===== config.mk =====
export PLATFORM = sky130hd
export DESIGN_NAME = audio_out_stage
export DESIGN_NICKNAME = d
export VERILOG_FILES = /design/src/rtl/audio_out_pkg.sv /design/src/rtl/audio_out_fifo.sv /design/src/rtl/audio_out_stage.sv
export SDC_FILE = /design/constraint.sdc
export NUM_CORES = 1
export LEC_CHECK = 0
export CAP_MARGIN = 20
export CORE_AREA = 2 2 238 170
export CTS_CLUSTER_DIAMETER = 40
export DETAILED_ROUTE_END_ITERATION = 16
export DIE_AREA = 0 0 240 172
export GPL_TIMING_DRIVEN = 0
export PLACE_DENSITY = 0.69
export REMOVE_ABC_BUFFERS = 1
export SLEW_MARGIN = 20
export SYNTH_ARGS = -nofsm -noshare
export SYNTH_HDL_FRONTEND = slang
export SYNTH_SLANG_ARGS = --single-unit

===== constraint.sdc =====
create_clock -name clk -period 15.4 [get_ports clk]
set_input_delay 2.31 -clock clk [delete_from_list [all_inputs] [get_ports clk]]
set_output_delay 2.31 -clock clk [all_outputs]
set_load 0.05 [all_outputs]

===== src/rtl/audio_out_pkg.sv =====
// audio_out_pkg: shared widths, saturation limits, gain FSM states and the
// scale/saturate helper for the audio output stage.
package audio_out_pkg;

   localparam int SAMPLE_W   = 16;
   localparam int GAIN_W     = 8;
   localparam int GAIN_UNITY = 128;
   localparam int GAIN_SHIFT = 7;                      // log2(GAIN_UNITY)
   localparam int PROD_W     = SAMPLE_W + GAIN_W + 1;  // s16 x s9 -> s25

   localparam logic signed [SAMPLE_W-1:0] SAT_MAX = 16'sh7FFF;
   localparam logic signed [SAMPLE_W-1:0] SAT_MIN = 16'sh8000;

   localparam logic signed [PROD_W-1:0] SAT_MAX_W = 25'sd32767;
   localparam logic signed [PROD_W-1:0] SAT_MIN_W = -25'sd32768;

   typedef enum logic [1:0] {
      STEADY,
      RAMP_UP,
      RAMP_DOWN
   } gain_state_t;

   // Drop the unity-gain fraction bits (arithmetic shift, rounds toward -inf)
   // and clamp into the 16-bit PCM range.
   function automatic logic signed [SAMPLE_W-1:0] sat_scale(
      input logic signed [PROD_W-1:0] prod
   );
      logic signed [PROD_W-1:0] sh;
      sh = prod >>> GAIN_SHIFT;
      if (sh > SAT_MAX_W)
         return SAT_MAX;
      else if (sh < SAT_MIN_W)
         return SAT_MIN;
      else
         return sh[SAMPLE_W-1:0];
   endfunction

endpackage


===== src/rtl/audio_out_fifo.sv =====
// audio_out_fifo: small synchronous sample FIFO.
// Ports: clk, reset (async, active high), push_i/wdata_i write side,
// pop_i/rdata_o read side (rdata_o is the head entry, so it is captured on
// the same edge that pops it), full_o, empty_o, level_o (entry count).
module audio_out_fifo #(
   parameter int  DEPTH = 16,
   parameter int  W     = 16,
   localparam int AW    = $clog2(DEPTH)
) (
   input  logic         clk,
   input  logic         reset,
   input  logic         push_i,
   input  logic [W-1:0] wdata_i,
   input  logic         pop_i,
   output logic [W-1:0] rdata_o,
   output logic         full_o,
   output logic         empty_o,
   output logic [AW:0]  level_o
);

   logic [W-1:0]  mem_q [DEPTH];
   logic [AW-1:0] wr_ptr_q, rd_ptr_q;
   logic [AW:0]   level_q;
   logic          do_push, do_pop;

   assign full_o  = (level_q == (AW+1)'(DEPTH));
   assign empty_o = (level_q == '0);
   assign do_push = push_i && !full_o;
   assign do_pop  = pop_i && !empty_o;
   assign rdata_o = mem_q[rd_ptr_q];
   assign level_o = level_q;

   // Storage needs no reset: level_q gates every read.
   always_ff @(posedge clk) begin
      if (do_push) mem_q[wr_ptr_q] <= wdata_i;
   end

   // Pointers wrap naturally because DEPTH is a power of two.
   always_ff @(posedge clk or posedge reset) begin
      if (reset) begin
         wr_ptr_q <= '0;
         rd_ptr_q <= '0;
         level_q  <= '0;
      end else begin
         if (do_push) wr_ptr_q <= wr_ptr_q + AW'(1);
         if (do_pop)  rd_ptr_q <= rd_ptr_q + AW'(1);
         if (do_push && !do_pop)
            level_q <= level_q + (AW+1)'(1);
         else if (!do_push && do_pop)
            level_q <= level_q - (AW+1)'(1);
      end
   end

endmodule


===== src/rtl/audio_out_stage.sv =====
// audio_out_stage: buffers PCM samples from the core and releases them at an
// exact SAMPLE_HZ rate derived from CLK_HZ, with a click-free gain ramp.
// Ports: clk, reset (async, active high); in_valid/in_ready/in_sample input
// handshake; volume (128 = unity), mute; out_sample/out_strobe PCM output;
// muted, ramping status; fifo_level; underrun_cnt (saturating).
module audio_out_stage
   import audio_out_pkg::*;
#(
   parameter int  CLK_HZ     = 50000000,
   parameter int  SAMPLE_HZ  = 48000,
   parameter int  FIFO_DEPTH = 16,
   localparam int LVL_W      = $clog2(FIFO_DEPTH) + 1
) (
   input  logic                       clk,
   input  logic                       reset,
   input  logic                       in_valid,
   output logic                       in_ready,
   input  logic signed [SAMPLE_W-1:0] in_sample,
   input  logic        [GAIN_W-1:0]   volume,
   input  logic                       mute,
   output logic signed [SAMPLE_W-1:0] out_sample,
   output logic                       out_strobe,
   output logic                       muted,
   output logic                       ramping,
   output logic        [LVL_W-1:0]    fifo_level,
   output logic        [15:0]         underrun_cnt
);

   localparam int ACC_W = 27;

   // ---------------- rate tick ----------------
   logic [ACC_W-1:0] acc_q, acc_d, acc_sum;
   logic             tick;

   // Fractional-N accumulator: exactly SAMPLE_HZ ticks per CLK_HZ cycles.
   always_comb begin
      acc_sum = acc_q + ACC_W'(SAMPLE_HZ);
      tick    = (acc_sum >= ACC_W'(CLK_HZ));
      acc_d   = tick ? (acc_sum - ACC_W'(CLK_HZ)) : acc_sum;
   end

   // ---------------- FIFO ----------------
   logic                fifo_full, fifo_empty;
   logic [SAMPLE_W-1:0] fifo_rdata;
   logic                push, pop;
   logic                in_ready_q, in_ready_d;
   logic                full_nxt;

   assign push = in_valid && in_ready_q;
   assign pop  = tick && !fifo_empty;

   // in_ready is registered, so it must look at the level after this edge;
   // otherwise a push could land on an already full FIFO.
   assign full_nxt   = (fifo_full && !pop) ||
                       ((fifo_level == LVL_W'(FIFO_DEPTH - 1)) && push && !pop);
   assign in_ready_d = !full_nxt;

   audio_out_fifo #(
      .DEPTH (FIFO_DEPTH),
      .W     (SAMPLE_W)
   ) u_fifo (
      .clk     (clk),
      .reset   (reset),
      .push_i  (push),
      .wdata_i (in_sample),
      .pop_i   (pop),
      .rdata_o (fifo_rdata),
      .full_o  (fifo_full),
      .empty_o (fifo_empty),
      .level_o (fifo_level)
   );

   // ---------------- held sample / underrun ----------------
   logic signed [SAMPLE_W-1:0] held_q, held_d;
   logic [15:0]                und_q, und_d;

   always_comb begin
      held_d = held_q;
      und_d  = und_q;
      if (pop)
         held_d = $signed(fifo_rdata);
      else if (tick && und_q != 16'hFFFF)
         und_d = und_q + 16'd1;   // empty on tick: repeat the last sample
   end

   // ---------------- gain FSM ----------------
   gain_state_t       state_q, state_d;
   logic [GAIN_W-1:0] gain_q, gain_d, target;
   logic              muted_q, muted_d;

   assign target = mute ? '0 : volume;

   always_ff @(posedge clk or posedge reset) begin
      if (reset) state_q <= STEADY;
      else       state_q <= state_d;
   end

   // The step direction depends only on where the target sits relative to g,
   // so every state follows the same rule; the state records whether g was
   // still short of the target after the last tick.
   always_comb begin
      state_d = state_q;
      gain_d  = gain_q;
      if (tick) begin
         if (target > gain_q) begin
            gain_d  = gain_q + 8'd1;
            state_d = (gain_d == target) ? STEADY : RAMP_UP;
         end else if (target < gain_q) begin
            gain_d  = gain_q - 8'd1;
            state_d = (gain_d == target) ? STEADY : RAMP_DOWN;
         end else begin
            state_d = STEADY;
         end
      end
   end

   always_comb begin
      ramping = (state_q != STEADY);
   end

   assign muted_d = mute && (gain_d == '0);

   // ---------------- scale / saturate ----------------
   logic [1:0]                 vld_pipe_q;   // [0]: tick edge done, [1]: strobe
   logic signed [PROD_W-1:0]   prod;
   logic signed [SAMPLE_W-1:0] out_q;

   // Uses held/g as updated on the tick edge, one cycle later.
   assign prod = $signed({{(GAIN_W+1){held_q[SAMPLE_W-1]}}, held_q}) *
                 $signed({{(SAMPLE_W+1){1'b0}}, gain_q});

   always_ff @(posedge clk or posedge reset) begin
      if (reset) begin
         acc_q      <= '0;
         in_ready_q <= 1'b0;
         held_q     <= '0;
         und_q      <= '0;
         gain_q     <= '0;
         muted_q    <= 1'b0;
         vld_pipe_q <= '0;
         out_q      <= '0;
      end else begin
         acc_q      <= acc_d;
         in_ready_q <= in_ready_d;
         held_q     <= held_d;
         und_q      <= und_d;
         gain_q     <= gain_d;
         muted_q    <= muted_d;
         vld_pipe_q <= {vld_pipe_q[0], tick};
         if (vld_pipe_q[0]) out_q <= sat_scale(prod);
      end
   end

   assign in_ready     = in_ready_q;
   assign out_sample   = out_q;
   assign out_strobe   = vld_pipe_q[1];
   assign muted        = muted_q;
   assign underrun_cnt = und_q;

endmodule


==> out/metrics.cfg <==
[critical_path]
crit_path_frequent_cell=fa_1
path_class=reg -> reg
cp-start-kind=flip-flop
cp_slowest_cell=dfrtp_1
slowest_delay_ns=1.00
cp_data_required_time_ns=15.89
critical_path.cell_chain=nand2_1 > fa_1 > fa_1 > inv_1 > fa_1 > inv_1 > fa_1 > inv_1 > ha_1 > nand3_1 > o41ai_1 > a211oi_1 > o41ai_1 > a31oi_1 > a32oi_1 > mux2_2 > a221o_1 > nand2_1
endpoint_kind=flip-flop
arrival_ns=7.30
crit_path_max_fanout=24

[yosys]
synth_edf_count=256
synth_top_area_share_pct=39.1
yosysWarnings=0
synthArstFlopShare_pct=27.1
ys_top_cells_by_area=edfxtp_1, dfrtp_1, fa_1, mux4_2, ha_1
synth.avg_cell_area_um2=13.0
synth_ff_type=edfxtp_1
netlist_area_um2=19700
ys_seq_elements=351
synthCells=1513
synth_cell_types=67
yosysTopAreaCell=edfxtp_1
synth_seq_area_share_pct=51.2

[drt]
dr.pass1.iters=5
wl_per_cell_um=19.9
via_count=12000
routed_wirelength_um=42500
drc=0
drt_iter0_drc=1060
final_antenna_net_count=0
viasPerCell=5.59

[floorplanning]
die_height_um=172
core_area_um2=39100
row_count=61
dieArea_um2=41300
start_util_pct=50.3
ios=69
die_w_um=240

[clock_tree]
cts_resized=0
cts_buffers=42
cts_htree_levels=2
cts_hold_buf=0
clock-sinks=351
post-cts-setup-buffers=0
cts_tree=done
cts_root_buf=clkbuf_16
insertion_delay_ns=0.56
cts_buffer_depth=3
path_clk_slew_ns=0.06

[sta]
slew_viol_final=0
slew-limit-headroom_pct=21.0
finalHoldViolCount=0
finalClockSkew_ns=0.0365
rsz0062_at_grt=no
min_period_over_period_pct=44.2
fmax_ghz=0.147
worst_slew_pin_slew_ns=1.19
setup_viol=0
finalCriticalPeriod_ns=6.81
setup_tns_ns=0

[placement]
place_congestion=0.834
portBuffers=68
dpl_cell_area_um2=21100
dp.final_hpwl_um=28700

[finish]
final_nets=1773
final_cell_mix=edfxtp_1, inv_1, nand2_1
layout.cells.most_common=edfxtp_1
drive_gt1_share_pct=11.7
diodes=0
area_delta_synth_final_pct=13.8
design_area_um2=22400
post-route-util_pct=57.3
fill_cells=3139

[global_route]
grt_pass1_wl_um=68300
grt_usage_pct=21.6
gr-total-overflow=0
antenna_found_initial=1
grt_max_degree=51
grt_pass1_vias=12300

[power_and_ir_drop]
peakVddDrop_mv=0.129
power.leakage_uw=0.00891
p_per_area_nw_per_um2=104

[flow_run]
cap_violations=0

[min_path]
hold_path_class=reg -> reg

[run_status]
status=completed

==> final cells by class <==
class	count	area [µm²]	area share (%)
clock inverters	30	219	0.978
multi-input cells	921	8810	39.3
clock buffers	47	1090	4.87
flip-flops and latches	351	10100	45.0
well taps	535	669	2.99
repair buffers	81	873	3.90
inverters	175	662	2.96
==> registers in the layout, summed over array words and instances, names as in the netlist <==
| register | count |
|---|---|
| u_fifo.wr_ptr_q | 4 |
| u_fifo.mem_q | 256 |
| muted | 1 |
| u_fifo.rd_ptr_q | 4 |
| vld_pipe_q | 2 |
| in_ready | 1 |
| state_q | 2 |
| acc_q | 20 |
| gain_q | 8 |
| held_q | 16 |
| out_sample | 16 |
| u_fifo.level_o | 5 |
| underrun_cnt | 16 |
==> metal layers <==
layer | track usage (%) | vias to the layer above | part of all wire [%]
met5 | 0 | - | 0
met3 | 4.25 | 52 | 7.8
met4 | 5.18 | 0 | 1.7
met2 | 33.1 | 436 | 45
li1 | - | 5430 | -
met1 | 32.1 | 6053 | 45
==> metrics by stage <==
stage               hold WS, ns  power (µW)  cells  setup slack [ns]
floorplan                 0.442        1290   1447              9.22
global placement          0.460        1370   2050              8.05
detailed placement        0.486        1410   2063              8.64
CTS                       0.494        2340   2140              8.62
global route              0.503        2400   2140              8.09
finish                    0.489        2320   2140              8.59
==> cell families after synthesis <==
family          Yosys count  share of synthesized area (%)
flops                   351                           51.2
buf+inv                 241                           4.70
fa+ha+maj               173                           14.9
simple gates            388                           10.1
compound gates          163                           5.66
mux                      94                           8.93
xor+xnor                103                           4.59
==> synth_stat cells (6+ instances only) <==
master    instances
edfxtp_1        256
nor4_1            9
mux2i_1          18
and3_1           13
nor2b_1          29
mux4_2           64
nand3_1          23
mux2_2           12
nor2_1           61
nand4_1           9
buf_2             6
a221oi_1         11
xnor2_1          76
a21o_1           20
nand2b_1          7
nor3_1           18
ha_1             71
nand2_1         115
fa_1            102
o21ai_0          22
clkbuf_1         43
a222oi_1          8
buf_1            14
and2_1           81
inv_1           174
xor2_1           27
dfrtp_1          95
a21oi_1          46
==> worst max-delay path, delay by kind of cell, from the launching register on <==
kind                     cells  cell delay (ns)
flip-flops                   1             1.00
multiplexers                 1             0.44
AO/OA/AOI/OAI                6             2.35
AND/OR/NAND/NOR              3             0.39
buffers and inverters        3             0.17
adder cells (fa/ha/maj)      5             2.40
==> path summary, 6_finish.rpt <==
check | startpoint | to | slack [ns] | cells past startpoint
worst max-delay path | gain_q[3]$_DFF_PP0_ | out_sample[1]$_DFFE_PP0P_ | 8.59 | 18
worst min register to register | out_sample[15]$_DFFE_PP0P_ | out_sample[15]$_DFFE_PP0P_ | 0.49 | 1
min in group asynchronous | reset | acc_q[7]$_DFFE_PP0P_ | 2.19 | 2
worst max register to register | gain_q[3]$_DFF_PP0_ | out_sample[1]$_DFFE_PP0P_ | 8.59 | 18
max in group asynchronous | reset | u_fifo.rd_ptr_q[0]$_DFFE_PP0P_ | 12.58 | 3
worst min-delay path | out_sample[15]$_DFFE_PP0P_ | out_sample[15]$_DFFE_PP0P_ | 0.49 | 1
==> report_power, final <==
| group | leakage, µW | switching (µW) | internal [µW] |
|---|---|---|---|
| Sequential | 0.00353 | 34.9 | 1100 |
| Clock | 0.000625 | 410 | 523 |
| Combinational | 0.00475 | 166 | 84.7 |
| Total | 0.00891 | 611 | 1710 |
No activity file was read; power rests on OpenSTA's default activity.
